File: src/rtl/apb4_master_arbiter_if.sv
// Bundle of requester-side command/response signals and the APB4 master bus.
// master modport: the arbiter's view (takes commands, drives APB).
// slave modport : the environment's view (issues commands, answers APB).
//   req_valid/req_write/req_addr/req_wdata/req_strb/req_prot : flattened commands
//   req_accept/rsp_valid/rsp_rdata/rsp_err                   : handshake/response
//   PSEL..PSTRB / PRDATA,PREADY,PSLVERR                      : APB4 bus
interface apb4_master_arbiter_if #(
    parameter int DATA_WIDTH = 32,
    parameter int ADDR_WIDTH = 32,
    parameter int N_REQ      = 2
);
    logic [N_REQ-1:0]              req_valid;
    logic [N_REQ-1:0]              req_write;
    logic [N_REQ*ADDR_WIDTH-1:0]   req_addr;
    logic [N_REQ*DATA_WIDTH-1:0]   req_wdata;
    logic [N_REQ*DATA_WIDTH/8-1:0] req_strb;
    logic [N_REQ*3-1:0]            req_prot;
    logic [N_REQ-1:0]              req_accept;
    logic [N_REQ-1:0]              rsp_valid;
    logic [DATA_WIDTH-1:0]         rsp_rdata;
    logic                          rsp_err;

    logic                          PSEL;
    logic                          PENABLE;
    logic                          PWRITE;
    logic [2:0]                    PPROT;
    logic [ADDR_WIDTH-1:0]         PADDR;
    logic [DATA_WIDTH-1:0]         PWDATA;
    logic [DATA_WIDTH/8-1:0]       PSTRB;
    logic [DATA_WIDTH-1:0]         PRDATA;
    logic                          PREADY;
    logic                          PSLVERR;

    modport master (
        input  req_valid, req_write, req_addr, req_wdata, req_strb, req_prot,
        output req_accept, rsp_valid, rsp_rdata, rsp_err,
        output PSEL, PENABLE, PWRITE, PPROT, PADDR, PWDATA, PSTRB,
        input  PRDATA, PREADY, PSLVERR
    );

    modport slave (
        output req_valid, req_write, req_addr, req_wdata, req_strb, req_prot,
        input  req_accept, rsp_valid, rsp_rdata, rsp_err,
        input  PSEL, PENABLE, PWRITE, PPROT, PADDR, PWDATA, PSTRB,
        output PRDATA, PREADY, PSLVERR
    );
endinterface

File: src/rtl/apb4_master_arbiter.sv
// Round-robin arbiter sharing one APB4 master port among N_REQ requesters.
// Each granted command runs SETUP then ACCESS; the response is returned to the
// requester that issued it. Optional PREADY timeout (TIMEOUT > 0) aborts a hung
// transfer with an error response.
// Ports:
//   clk  : clock, rising edge
//   rst  : asynchronous active-high reset
//   bus  : apb4_master_arbiter_if.master (requester commands/responses + APB4)
//
// state    | meaning
// ---------+-------------------------------------------------------------
// S_IDLE   | bus idle (PSEL=0); arbitrate every cycle
// S_SETUP  | APB setup phase (PSEL=1, PENABLE=0), always one cycle
// S_ACCESS | APB access phase (PSEL=1, PENABLE=1); arbitrate on PREADY
module apb4_master_arbiter #(
    parameter int DATA_WIDTH = 32,
    parameter int ADDR_WIDTH = 32,
    parameter int N_REQ      = 2,
    parameter int TIMEOUT    = 0
) (
    input  logic                  clk,
    input  logic                  rst,
    apb4_master_arbiter_if.master bus
);
    localparam int STRB_W = DATA_WIDTH / 8;
    localparam int PTR_W  = (N_REQ > 1) ? $clog2(N_REQ) : 1;
    localparam int TO_W   = (TIMEOUT > 0) ? $clog2(TIMEOUT + 1) : 1;

    typedef enum logic [1:0] {
        S_IDLE   = 2'd0,
        S_SETUP  = 2'd1,
        S_ACCESS = 2'd2
    } state_t;

    state_t                r_state;
    logic [PTR_W-1:0]      r_ptr;
    logic [PTR_W-1:0]      r_owner;
    logic [TO_W-1:0]       r_to_cnt;
    logic                  r_psel;
    logic                  r_penable;
    logic                  r_pwrite;
    logic [2:0]            r_pprot;
    logic [ADDR_WIDTH-1:0] r_paddr;
    logic [DATA_WIDTH-1:0] r_pwdata;
    logic [STRB_W-1:0]     r_pstrb;
    logic [N_REQ-1:0]      r_rsp_valid;
    logic [DATA_WIDTH-1:0] r_rsp_rdata;
    logic                  r_rsp_err;

    logic [ADDR_WIDTH-1:0] w_addr_arr  [N_REQ];
    logic [DATA_WIDTH-1:0] w_wdata_arr [N_REQ];
    logic [STRB_W-1:0]     w_strb_arr  [N_REQ];
    logic [2:0]            w_prot_arr  [N_REQ];

    for (genvar gi = 0; gi < N_REQ; gi++) begin : g_unpack
        assign w_addr_arr[gi]  = bus.req_addr[gi*ADDR_WIDTH +: ADDR_WIDTH];
        assign w_wdata_arr[gi] = bus.req_wdata[gi*DATA_WIDTH +: DATA_WIDTH];
        assign w_strb_arr[gi]  = bus.req_strb[gi*STRB_W +: STRB_W];
        assign w_prot_arr[gi]  = bus.req_prot[gi*3 +: 3];
    end

    // Rotate the valid vector so bit 0 is the requester at the pointer; the
    // lowest set bit of the rotated vector is then the round-robin winner.
    logic [2*N_REQ-1:0] w_shift;
    logic [N_REQ-1:0]   w_rot;
    logic               w_gnt_any;
    int                 w_first;
    int                 w_sum;
    int                 w_nxt;
    logic [PTR_W-1:0]   w_gnt_idx;
    logic [PTR_W-1:0]   w_ptr_nxt;

    always_comb begin
        w_shift   = {bus.req_valid, bus.req_valid} >> r_ptr;
        w_rot     = w_shift[N_REQ-1:0];
        w_gnt_any = |w_rot;
        w_first   = 0;
        for (int k = N_REQ - 1; k >= 0; k--) begin
            if (w_rot[k]) w_first = k;
        end
        w_sum = int'(r_ptr) + w_first;
        if (w_sum >= N_REQ) w_sum = w_sum - N_REQ;
        w_nxt = w_sum + 1;
        if (w_nxt >= N_REQ) w_nxt = 0;
        w_gnt_idx = PTR_W'(w_sum);
        w_ptr_nxt = PTR_W'(w_nxt);
    end

    logic w_arb_slot;
    logic w_grant;
    logic w_timeout;

    assign w_arb_slot = (r_state == S_IDLE) || ((r_state == S_ACCESS) && bus.PREADY);
    assign w_grant    = w_arb_slot && w_gnt_any && !rst;
    // PREADY has priority: the limit only aborts when the slave is still stalling.
    assign w_timeout  = (TIMEOUT > 0) && (r_state == S_ACCESS) && !bus.PREADY &&
                        (r_to_cnt == TO_W'(TIMEOUT - 1));

    assign bus.req_accept = w_grant ? (N_REQ'(1) << w_gnt_idx) : '0;

    always_ff @(posedge clk or posedge rst) begin
        if (rst) begin
            r_state     <= S_IDLE;
            r_ptr       <= '0;
            r_owner     <= '0;
            r_to_cnt    <= '0;
            r_psel      <= 1'b0;
            r_penable   <= 1'b0;
            r_pwrite    <= 1'b0;
            r_pprot     <= '0;
            r_paddr     <= '0;
            r_pwdata    <= '0;
            r_pstrb     <= '0;
            r_rsp_valid <= '0;
            r_rsp_rdata <= '0;
            r_rsp_err   <= 1'b0;
        end else begin
            r_rsp_valid <= '0;
            case (r_state)
                S_IDLE: begin
                    if (w_grant) begin
                        r_owner   <= w_gnt_idx;
                        r_ptr     <= w_ptr_nxt;
                        r_pwrite  <= bus.req_write[w_gnt_idx];
                        r_paddr   <= w_addr_arr[w_gnt_idx];
                        r_pwdata  <= w_wdata_arr[w_gnt_idx];
                        r_pstrb   <= bus.req_write[w_gnt_idx] ? w_strb_arr[w_gnt_idx] : '0;
                        r_pprot   <= w_prot_arr[w_gnt_idx];
                        r_psel    <= 1'b1;
                        r_penable <= 1'b0;
                        r_state   <= S_SETUP;
                    end
                end
                S_SETUP: begin
                    r_penable <= 1'b1;
                    r_to_cnt  <= '0;
                    r_state   <= S_ACCESS;
                end
                S_ACCESS: begin
                    if (bus.PREADY) begin
                        r_rsp_valid[r_owner] <= 1'b1;
                        r_rsp_rdata          <= r_pwrite ? '0 : bus.PRDATA;
                        r_rsp_err            <= bus.PSLVERR;
                        r_penable            <= 1'b0;
                        if (w_grant) begin
                            // Back-to-back: PSEL stays high straight into SETUP.
                            r_owner  <= w_gnt_idx;
                            r_ptr    <= w_ptr_nxt;
                            r_pwrite <= bus.req_write[w_gnt_idx];
                            r_paddr  <= w_addr_arr[w_gnt_idx];
                            r_pwdata <= w_wdata_arr[w_gnt_idx];
                            r_pstrb  <= bus.req_write[w_gnt_idx] ? w_strb_arr[w_gnt_idx] : '0;
                            r_pprot  <= w_prot_arr[w_gnt_idx];
                            r_psel   <= 1'b1;
                            r_state  <= S_SETUP;
                        end else begin
                            r_psel  <= 1'b0;
                            r_state <= S_IDLE;
                        end
                    end else if (w_timeout) begin
                        r_rsp_valid[r_owner] <= 1'b1;
                        r_rsp_rdata          <= '0;
                        r_rsp_err            <= 1'b1;
                        r_psel               <= 1'b0;
                        r_penable            <= 1'b0;
                        r_state              <= S_IDLE;
                    end else if (TIMEOUT > 0) begin
                        r_to_cnt <= r_to_cnt + 1'b1;
                    end
                end
                default: begin
                    r_psel    <= 1'b0;
                    r_penable <= 1'b0;
                    r_state   <= S_IDLE;
                end
            endcase
        end
    end

    assign bus.PSEL      = r_psel;
    assign bus.PENABLE   = r_penable;
    assign bus.PWRITE    = r_pwrite;
    assign bus.PPROT     = r_pprot;
    assign bus.PADDR     = r_paddr;
    assign bus.PWDATA    = r_pwdata;
    assign bus.PSTRB     = r_pstrb;
    assign bus.rsp_valid = r_rsp_valid;
    assign bus.rsp_rdata = r_rsp_rdata;
    assign bus.rsp_err   = r_rsp_err;
endmodule

File: src/flat_wrapper.sv
// flat-port wrapper written by rule: the top's interface ports become plain ports
module apb4_master_arbiter_flat 
#(
    parameter int DATA_WIDTH = 32,
    parameter int ADDR_WIDTH = 32,
    parameter int N_REQ      = 2,
    parameter int TIMEOUT    = 0
)
  (clk, rst, bus_req_valid, bus_req_write, bus_req_addr, bus_req_wdata, bus_req_strb, bus_req_prot, bus_req_accept, bus_rsp_valid, bus_rsp_rdata, bus_rsp_err, bus_PSEL, bus_PENABLE, bus_PWRITE, bus_PPROT, bus_PADDR, bus_PWDATA, bus_PSTRB, bus_PRDATA, bus_PREADY, bus_PSLVERR);
  apb4_master_arbiter_if #(.DATA_WIDTH(DATA_WIDTH), .ADDR_WIDTH(ADDR_WIDTH), .N_REQ(N_REQ)) bus_i ();
  input  logic clk;
  input  logic rst;
  input wire logic [$bits(bus_i.req_valid)-1:0] bus_req_valid;
  input wire logic [$bits(bus_i.req_write)-1:0] bus_req_write;
  input wire logic [$bits(bus_i.req_addr)-1:0] bus_req_addr;
  input wire logic [$bits(bus_i.req_wdata)-1:0] bus_req_wdata;
  input wire logic [$bits(bus_i.req_strb)-1:0] bus_req_strb;
  input wire logic [$bits(bus_i.req_prot)-1:0] bus_req_prot;
  output wire logic [$bits(bus_i.req_accept)-1:0] bus_req_accept;
  output wire logic [$bits(bus_i.rsp_valid)-1:0] bus_rsp_valid;
  output wire logic [$bits(bus_i.rsp_rdata)-1:0] bus_rsp_rdata;
  output wire logic [$bits(bus_i.rsp_err)-1:0] bus_rsp_err;
  output wire logic [$bits(bus_i.PSEL)-1:0] bus_PSEL;
  output wire logic [$bits(bus_i.PENABLE)-1:0] bus_PENABLE;
  output wire logic [$bits(bus_i.PWRITE)-1:0] bus_PWRITE;
  output wire logic [$bits(bus_i.PPROT)-1:0] bus_PPROT;
  output wire logic [$bits(bus_i.PADDR)-1:0] bus_PADDR;
  output wire logic [$bits(bus_i.PWDATA)-1:0] bus_PWDATA;
  output wire logic [$bits(bus_i.PSTRB)-1:0] bus_PSTRB;
  input wire logic [$bits(bus_i.PRDATA)-1:0] bus_PRDATA;
  input wire logic [$bits(bus_i.PREADY)-1:0] bus_PREADY;
  input wire logic [$bits(bus_i.PSLVERR)-1:0] bus_PSLVERR;
  assign bus_i.req_valid = bus_req_valid;
  assign bus_i.req_write = bus_req_write;
  assign bus_i.req_addr = bus_req_addr;
  assign bus_i.req_wdata = bus_req_wdata;
  assign bus_i.req_strb = bus_req_strb;
  assign bus_i.req_prot = bus_req_prot;
  assign bus_req_accept = bus_i.req_accept;
  assign bus_rsp_valid = bus_i.rsp_valid;
  assign bus_rsp_rdata = bus_i.rsp_rdata;
  assign bus_rsp_err = bus_i.rsp_err;
  assign bus_PSEL = bus_i.PSEL;
  assign bus_PENABLE = bus_i.PENABLE;
  assign bus_PWRITE = bus_i.PWRITE;
  assign bus_PPROT = bus_i.PPROT;
  assign bus_PADDR = bus_i.PADDR;
  assign bus_PWDATA = bus_i.PWDATA;
  assign bus_PSTRB = bus_i.PSTRB;
  assign bus_i.PRDATA = bus_PRDATA;
  assign bus_i.PREADY = bus_PREADY;
  assign bus_i.PSLVERR = bus_PSLVERR;
  apb4_master_arbiter #(.DATA_WIDTH(DATA_WIDTH), .ADDR_WIDTH(ADDR_WIDTH), .N_REQ(N_REQ), .TIMEOUT(TIMEOUT)) u_core (.clk(clk), .rst(rst), .bus(bus_i));
endmodule
File: config.mk
export PLATFORM = sky130hd
export DESIGN_NAME = apb4_master_arbiter_flat
export DESIGN_NICKNAME = d
export VERILOG_FILES = /design/src/rtl/apb4_master_arbiter_if.sv /design/src/rtl/apb4_master_arbiter.sv /design/src/flat_wrapper.sv
export SDC_FILE = /design/constraint.sdc
export NUM_CORES = 1
export LEC_CHECK = 0
export ABC_AREA = 1
export ABC_CLOCK_PERIOD_IN_PS = 3800
export BUFFER_PORTS_ARGS = -buffer_cell sky130_fd_sc_hd__buf_2
export CORE_UTILIZATION = 40
export DETAILED_ROUTE_END_ITERATION = 16
export PLACE_DENSITY = 0.73
export SLEW_MARGIN = 20
export SYNTH_ARGS = -nofsm -noshare
export SYNTH_HDL_FRONTEND = slang
export SYNTH_SLANG_ARGS = --single-unit
File: constraint.sdc
create_clock -name clk -period 3.8 [get_ports clk]
set_clock_uncertainty 0.2 [all_clocks]
set_input_delay 0.76 -clock clk [delete_from_list [all_inputs] [get_ports clk]]
set_output_delay 0.76 -clock clk [all_outputs]
set_load 0.1 [all_outputs]
* Word-level counts from Yosys, hierarchy flattened *
Index checks and enable logic that the tools add are counted.

storage, ports and cells
  flip-flop bits (word level) = 113
  output and inout port bits = 111
  word-level logic and storage cells = 100

operators by class
  add/sub/neg operators = 3
  magnitude comparators = 6
  equal/unequal tests = 4
  shift operators = 2
  multiplexer cells = 57
  bitwise operators = 2
  reduce and logical (&&, ||, !) cells = 13

operators with widths
  cell                                                                                   number
  32-bit two-way mux                                                                     13
  32-bit case mux with 2 select lines                                                    2
  32-bit by 3-bit greater-or-equal comparator with 1-bit output (second input constant)  2
  2-bit by 32-bit adder with 32-bit output                                               1
  32-bit by 2-bit adder with 32-bit output (second input constant)                       1
  32-bit by 3-bit subtractor with 32-bit output (second input constant)                  1
  4-bit two-way mux                                                                      6
  1-bit two-way mux                                                                      17
  3-bit two-way mux                                                                      5
  2-bit two-way mux                                                                      5
  4-bit case mux with 2 select lines                                                     1
  1-bit case mux with 2 select lines                                                     3
  1-bit case mux with 3 select lines                                                     2
  2-bit case mux with 3 select lines                                                     1
  3-bit case mux with 2 select lines                                                     1
  2-bit AND reduction                                                                    3
  1-bit logical AND                                                                      4
  1-bit by 2-bit < comparator with 1-bit output (second input constant)                  2
  4-bit by 1-bit right shift with 2-bit output                                           1
  3-bit AND reduction                                                                    1
  2-bit by 1-bit == test with 1-bit output (second input constant)                       1
  2-bit == test (second input constant)                                                  1
  2-bit greater-or-equal comparator (second input constant)                              1
  2-bit logical NOT                                                                      1
  11 further kinds                                                                       11

* Logic depth before layout (Yosys ltp) *
Gate-level depths: netlist (run 1).

  depth after elaboration = 14
  gate-level depth with buffers = 10
  gate-level depth less buffers = 8

* Worst setup path before layout (run 1) *
No wires, ideal clock.

  kind = register to output
  start point = register u_core.r_state[1]
  end point = output bus_req_accept[0]
  arrival time = 2.600 ns
  slack = 0.240 ns
  stages on the path, launching flop included = 5
  buffers on the path = 1
  cell sequence = dfrtp_1 -> a21oi_1 -> nand2_2 -> buf_4 -> nor2_1

between the ends
  cells in the longest elaborated chain, start to end = 6
  elaborated cells on any way between the ends = 7

ends and longest elaborated chain
  item                              RTL line                    source
  start: declaration                apb4_master_arbiter.sv:35   state_t r_state;
  start signal: assignment          apb4_master_arbiter.sv:103  r_state <= S_IDLE;
  start signal: assignment          apb4_master_arbiter.sv:131  r_state <= S_SETUP;
  start signal: assignment          apb4_master_arbiter.sv:137  r_state <= S_ACCESS;
  2-bit == test                     apb4_master_arbiter.sv:93   assign w_arb_slot = (r_state == S_IDLE) || ((r_state == S_ACCESS) && bus.PREADY);
  1-bit logical AND                 apb4_master_arbiter.sv:93
  1-bit logical OR *                apb4_master_arbiter.sv:93
  1-bit logical AND * (2 in a row)  apb4_master_arbiter.sv:94   assign w_grant = w_arb_slot && w_gnt_any && !rst;
  2-bit two-way mux *               apb4_master_arbiter.sv:99   assign bus.req_accept = w_grant ? (N_REQ'(1) << w_gnt_idx) : '0;
  end: declaration                  flat_wrapper.sv:19          output wire logic [$bits(bus_i.req_accept)-1:0] bus_req_accept;

Mark *: on every way between the ends. The rest lies on a longest branch, timed or not.

* Final worst setup path (run 1) *
  start point = input bus_PREADY
  end point = output bus_req_accept[0]

between the ends
  cells in the longest elaborated chain, start to end = 5

ends and longest elaborated chain
  item                            RTL line                   source
  start: declaration              flat_wrapper.sv:31         input wire logic [$bits(bus_i.PREADY)-1:0] bus_PREADY;
  1-bit logical AND               apb4_master_arbiter.sv:93
  1-bit logical OR                apb4_master_arbiter.sv:93
  1-bit logical AND (2 in a row)  apb4_master_arbiter.sv:94
  2-bit two-way mux               apb4_master_arbiter.sv:99

Every way passes these cells.

==> results of run 1 <==
==> how the worst max path moves through the flow <==
stage,start,to,slack (ns)
after detailed placement,bus_PREADY,bus_req_accept[0],1.00
after global placement,bus_PREADY,bus_req_accept[0],1.03
final,bus_PREADY,bus_req_accept[0],1.01
after global routing,bus_PREADY,bus_req_accept[0],0.88
after floorplan,u_core.r_state[1]$_DFFE_PP0P_,bus_req_accept[0],0.24
after CTS,bus_PREADY,bus_req_accept[0],0.99
==> layer usage <==
metal | up-vias | track usage (%) | share of wire, %
met2 | 196 | 35.66 | 48
li1 | 2711 | - | -
met4 | 0 | 7.692 | 1.7
met1 | 2338 | 26.34 | 43
met3 | 20 | 4.826 | 7.1
met5 | - | 0 | 0
==> report_power, final <==
| part | leakage [nW] | switching, mW | total, mW | internal [mW] |
|---|---|---|---|---|
| Clock | 0.150 | 0.439 | 0.958 | 0.519 |
| Combinational | 2.81 | 3.72 | 4.34 | 0.618 |
| Sequential | 1.42 | 0.210 | 1.80 | 1.59 |
==> state kept, by name, indices dropped and copies added, names as in the netlist <==
name / flops
u_core.r_state: 2
u_core.bus.PWDATA: 32
u_core.bus.PSTRB: 4
u_core.r_ptr: 1
u_core.bus.PWRITE: 1
u_core.bus.PADDR: 32
u_core.bus.rsp_rdata: 32
u_core.bus.PSEL: 1
u_core.bus.rsp_err: 1
u_core.bus.PPROT: 3
u_core.r_owner: 1
u_core.bus.rsp_valid: 2
==> metrics by stage <==
| step | hold slack [ns] | setup WS, ns | util (%) |
|---|---|---|---|
| after floorplan | 0.2032 | 0.2396 | - |
| after global routing | 0.2457 | 0.8840 | 55.82 |
| after global placement | 0.2099 | 1.031 | 53.38 |
| after CTS | 0.2441 | 0.9905 | 55.78 |
| after detailed placement | 0.2352 | 1.005 | 53.38 |
| final | 0.2473 | 1.014 | 55.82 |
==> cell families after synthesis <==
| group | after synthesis | synth area share, % |
|---|---|---|
| and+or+nand+nor | 517 | 37.61 |
| AOI/OAI and AO/OA | 37 | 3.536 |
| DFF | 112 | 53.52 |
| buffers and inverters | 50 | 5.328 |
==> layout make-up <==
| cell class | count | area share [%] |
|---|---|---|
| repair buffers | 300 | 21.94 |
| multi-input cells | 554 | 30.57 |
| well taps | 172 | 3.043 |
| clock inverters | 7 | 1.114 |
| flip-flops and latches | 112 | 39.63 |
| clock buffers | 9 | 3.184 |
| inverters | 9 | 0.5307 |
==> cell usage in the layout, fill, tap and decap left out, types with 4 or more instances in the layout <==
cell type,n
clkbuf_16,9
buf_2,290
buf_4,8
nor2_1,6
dfrtp_1,112
inv_1,5
nand2_2,4
nand2_1,493
nand3_1,11
o21ai_1,33
==> results_dict.tcl, run 1 <==
set metrics [dict create \
    timing.setup.tns_ns 0 \
    tightest_slew_ns 0.9548 \
    crit_required_ns 2.84 \
    slew_headroom_pct 36.27 \
    crit_path_end_kind "output port" \
    post-synth-top-area-fraction_pct 53.52 \
    layout-drive-gt1-share_pct 33.00 \
    setup_viol 0 \
    num-nets-final 1168 \
    antenna_found_initial 0 \
    cts_buffers 9 \
    drc_errors 0 \
    ios 293 \
    crit_chain "buf_2 > inv_2 > a21oi_1 > nand2_2 > nor2_1 > buf_12" \
    wl_per_cell_um 12.31 \
    cp_num_cells 6 \
    core_area_um2 12670 \
    wirelength_um 14310 \
    initial_core_util_pct 41.33 \
    finalPower_mw 7.099 \
    postCtsSetupRepairBufs 0 \
    critPathArrivalTime_ns 1.83 \
    die-area_um2 13550 \
    rsz0062_at_grt "no" \
    post-route-period-util_pct 73.31 \
    crit_path_start_kind "input port" \
    seq_area_um2 2803 \
    synth_cells 716 \
    synthesis.nets 898 \
    reg2reg_to "u_core.bus.PWDATA[13]$_DFFE_PP0P_" \
    cap_violations 0 \
    ys_ff_latch 112 \
    timing.fmax_mhz 358.9 \
    hp-class "flop to flop" \
    vias 5265 \
    rr_worst_depth 6 \
    synth_edf_count 0 \
    worstHoldStart "u_core.r_owner$_DFFE_PP0P_" \
    path_buf_inv 3 \
    seq_area_frac_synth_pct 53.52 \
    final_area_um2 7073 \
    placed_cells 1147 \
    hold_viol 0 \
    gp_congestion 0.7613 \
    drtAntennaViolNets 0 \
    r2r_slack_ns 1.58 \
    async_flop_share_pct 100.0 \
    cts_root_buf "clkbuf_16" \
    hold_end "u_core.bus.rsp_valid[0]$_DFF_PP0_" \
    cts.path.max_buffers 2 \
    grt_max_degree 71 \
    hold_depth 1 \
    ys_top_cells_by_area "dfrtp_1 54%, nand2_1 35%, o21ai_1 3.2%" \
    leakage_nw 4.382 \
    diodes 0 \
    status "finished clean" \
    overflow 0 \
    die_w_um 116.4 \
    synth_area_um2 5236 \
    hold_buffers 0 \
    cts_tree "yes" \
    yosys.area.top_type "dfrtp_1" \
    fin_crit_ns 2.786 \
    multi_input_area_um2 2162 \
    ir_drop_v 0.0004863 \
    crit_fanout 16 \
    p_per_area_nw_per_um2 1004 \
    grt_pass1_wl_um 22050 \
    io_buffers 292 \
    timing.rr.start "u_core.r_state[1]$_DFFE_PP0P_" \
    track_usage_pct 21.07 \
    ys_warn_count 0 \
    syn_avg_cell_area_um2 7.313 \
    synth_cell_types 15 \
    first_pass_iters 6 \
    drt-initial-drc-count 266 \
    h-tree-depth 3 \
    cp_slowest_stage_delay_ns 0.30 \
    grt_pass1_vias 4691 \
    stdcell_count 1163 \
    filler_cell_count 1255 \
    clock-sinks 112 \
    critical-path-slowest-cell "nor2_1" \
    via_per_inst 4.527 \
    cts_resized 0 \
    synth_common_cells "494 x nand2_1, 112 x dfrtp_1, 33 x o21ai_1, 19 x buf_2, 11 x nand3_1" \
    rows 41 \
    clkLatencyLatePin_ns 0.34 \
    path_class "input port to output port" \
    crit_family "simple AND/OR/NAND/NOR gates" \
    synthFlopType "dfrtp_1" \
    area_growth_pct 35.08 \
    synth_most_common_cell "nand2_1" \
    maxSlewViolCount 0 \
    die_h_um 116.4 \
    dpl.hpwl_um 10330 \
    post_dp_cell_area_um2 6764 \
    path_clk_slew_ns 0.07 \
]
No activity file was read; power rests on OpenSTA's default activity.
==> inputs of run 2 (changes only) <==
Settings changed: ABC_AREA 1 to 0, ABC_CLOCK_PERIOD_IN_PS 3800 to 2400, CORE_UTILIZATION 40 to 42, PLACE_DENSITY 0.73 to 0.74.
Clock period 3.8 ns to 2.4 ns, I/O delays scaled along.
==> results_dict.tcl, run 2 <==
set metrics [dict create \
    status "finished clean" \
    crit_fanout 4 \
    critical-path-slowest-cell "dfrtp_1" \
    leakage_nw 3.499 \
    wl_per_cell_um 18.18 \
    path_clk_slew_ns 0.07 \
    crit_chain "or2_2 > a21oi_2 > buf_12" \
    drt-initial-drc-count 368 \
    die_h_um 122.1 \
    critPathArrivalTime_ns 1.49 \
    synth_edf_count 0 \
    slew_headroom_pct 57.67 \
    vias 5956 \
    io_buffers 292 \
    crit_family "flip-flops" \
    hold_viol 0 \
    path_class "flop to output port" \
    seq_area_um2 2803 \
    dp_slack_ns 0.2985 \
    ys_ff_latch 112 \
    post-synth-top-area-fraction_pct 46.29 \
    cts.path.max_buffers 2 \
    postCtsSetupRepairBufs 0 \
    clockPowerShare_pct 12.9 \
    ir_drop_v 0.0008865 \
    post-route-period-util_pct 90.56 \
    rows 43 \
    overflow 0 \
    cp_slowest_stage_delay_ns 0.41 \
    synth_common_cells "112 x dfrtp_1, 84 x a31oi_1, 68 x nand3_1, 68 x o211ai_1, 60 x a31oi_2" \
    gp_congestion 0.7598 \
    cts_buffers 9 \
    h-tree-depth 3 \
    cts_tree "yes" \
    p_comb_share_pct 64.0 \
    worst_slack_ns 0.2265 \
    grt_pass1_vias 5574 \
    swShare_pct 60.97 \
    post_dp_cell_area_um2 7681 \
    fin_crit_ns 2.174 \
    top_usage_layer "met2" \
    track_usage_pct 24.97 \
    synth_cells 607 \
    path_buf_inv 1 \
    wirelength_um 18820 \
    filler_cell_count 1283 \
    synth_most_common_cell "dfrtp_1" \
    core_area_um2 13990 \
    use_met2_pct 41.17 \
    maxSlewViolCount 0 \
    ys_warn_count 0 \
    num-nets-final 1031 \
    hp-class "input port to flop" \
    tightest_slew_ns 0.6349 \
    grt_max_degree 108 \
    async_flop_share_pct 100.0 \
    drtAntennaViolNets 0 \
    layout_common_cells "290 x buf_2, 112 x dfrtp_1, 84 x a31oi_1, 68 x nand3_1, 68 x o211ai_1" \
    cts_resized 0 \
    clkLatencyLatePin_ns 0.34 \
    die-area_um2 14900 \
    antenna_found_initial 2 \
    worst_hold_slack_ns 0.1459 \
    syn_avg_cell_area_um2 9.975 \
    yosys.area.top_type "dfrtp_1" \
    grt_pass1_wl_um 28880 \
    crit_path_end_kind "output port" \
    seq_area_frac_synth_pct 46.29 \
    setup_viol 0 \
    synth_cell_types 27 \
    synthFlopType "dfrtp_1" \
    p_int_mw 4.929 \
    multi_input_area_um2 2854 \
    final_common_cell "buf_2" \
    finalPower_mw 12.63 \
    timing.fmax_mhz 460.1 \
    grt.met3_usage_pct 8.801 \
    sequentialPowerShare_pct 23.1 \
    rsz0062_at_grt "no" \
    crit_path_start_kind "flop" \
    timing.setup.tns_ns 0 \
    drc_errors 0 \
    hold_buffers 1 \
    final_area_um2 8009 \
    layout-drive-gt1-share_pct 46.60 \
    synthesis.nets 789 \
    initial_core_util_pct 43.28 \
    area_growth_pct 32.28 \
    via_per_inst 5.755 \
    p_switching_mw 7.700 \
    dpl.hpwl_um 12310 \
    die_w_um 122.1 \
    gr-usage-met1_pct 30.33 \
    crit_required_ns 1.72 \
    synth_area_um2 6055 \
    ios 293 \
    cts_root_buf "clkbuf_16" \
    cap_violations 0 \
    ys_top_cells_by_area "dfrtp_1 46%, a31oi_2 12%, a31oi_1 8.7%" \
    clock-sinks 112 \
    first_pass_iters 4 \
    p_per_area_nw_per_um2 1577 \
]
[run 2: cell types whose count changed after synthesis, sizes merged, moves of 5 or more]
cell | previous run | this run
o211ai | 0 | 68
inv | 9 | 4
nand2b | 0 | 34
a31oi | 0 | 144
nand2 | 498 | 39
nand3 | 11 | 69
clkbuf | 9 | 51
[run 2: final cells by class]
cell class              count  area share [%]
well taps                 180           2.812
multi-input cells         409           35.64
inverters                   4          0.2500
flip-flops and latches    112           34.99
clock inverters             3          0.8124
clock buffers              13           3.125
repair buffers            313           22.34
diodes                      1         0.03125
[run 2: worst register-to-register path, stage by stage, from the launching register on]
cell and delay (ns):
dfrtp_1 0.39, a21bo_2 0.19, buf_4 0.50, nand3_1 0.25
a31oi_2 0.20
[run 2: kinds of logic after synthesis]
kind of cell	count (synthesis)	synth area share [%]
AO/OA/AOI/OAI	251	32.98
AND/OR/NAND/NOR	154	13.06
flip-flops	112	46.29
buffers and inverters	86	6.964
multiplexers	4	0.7026
[run 2: final timing paths]
kind | startpoint | end | slack, ns | depth (start not counted)
setup / recovery | u_core.r_ptr$_DFFE_PP0P_ | bus_req_accept[0] | 0.23 | 3
hold / removal | bus_PSLVERR | u_core.bus.rsp_err$_DFFE_PP0P_ | 0.15 | 2
setup reg to reg | u_core.r_ptr$_DFFE_PP0P_ | u_core.bus.PWDATA[20]$_DFFE_PP0P_ | 0.60 | 4
hold reg to reg | u_core.r_owner$_DFFE_PP0P_ | u_core.bus.rsp_valid[0]$_DFF_PP0_ | 0.22 | 1
max in group asynchronous | rst | u_core.r_ptr$_DFFE_PP0P_ | 0.69 | 4
min in group asynchronous | rst | u_core.r_state[0]$_DFFE_PP0P_ | 0.47 | 3
[run 2: power groups by stage]
stage / registers (mW) / logic [mW] / clock network (mW)
floorplan: 7.82 / 1.84 / 0
global placement: 2.92 / 8.09 / 0
detailed placement: 2.95 / 8.12 / 0
CTS: 2.92 / 8.13 / 1.65
global route: 3.01 / 8.43 / 1.74
finish: 2.92 / 8.08 / 1.63
[run 2: metrics by stage]
step | utilization (%) | std cells
finish | 57.25 | 1035
global route | 57.25 | 1035
CTS | 57.24 | 1034
detailed placement | 54.91 | 1017
global placement | 54.91 | 1017
floorplan | - | 607
[run 2: routing by layer]
| metal | part of all wire [%] | wire length [µm] |
|---|---|---|
| met1 | 39 | 7313 |
| met5 | 0.069 | 13 |
| met3 | 11 | 2071 |
| met2 | 48 | 9095 |
| met4 | 1.7 | 322 |
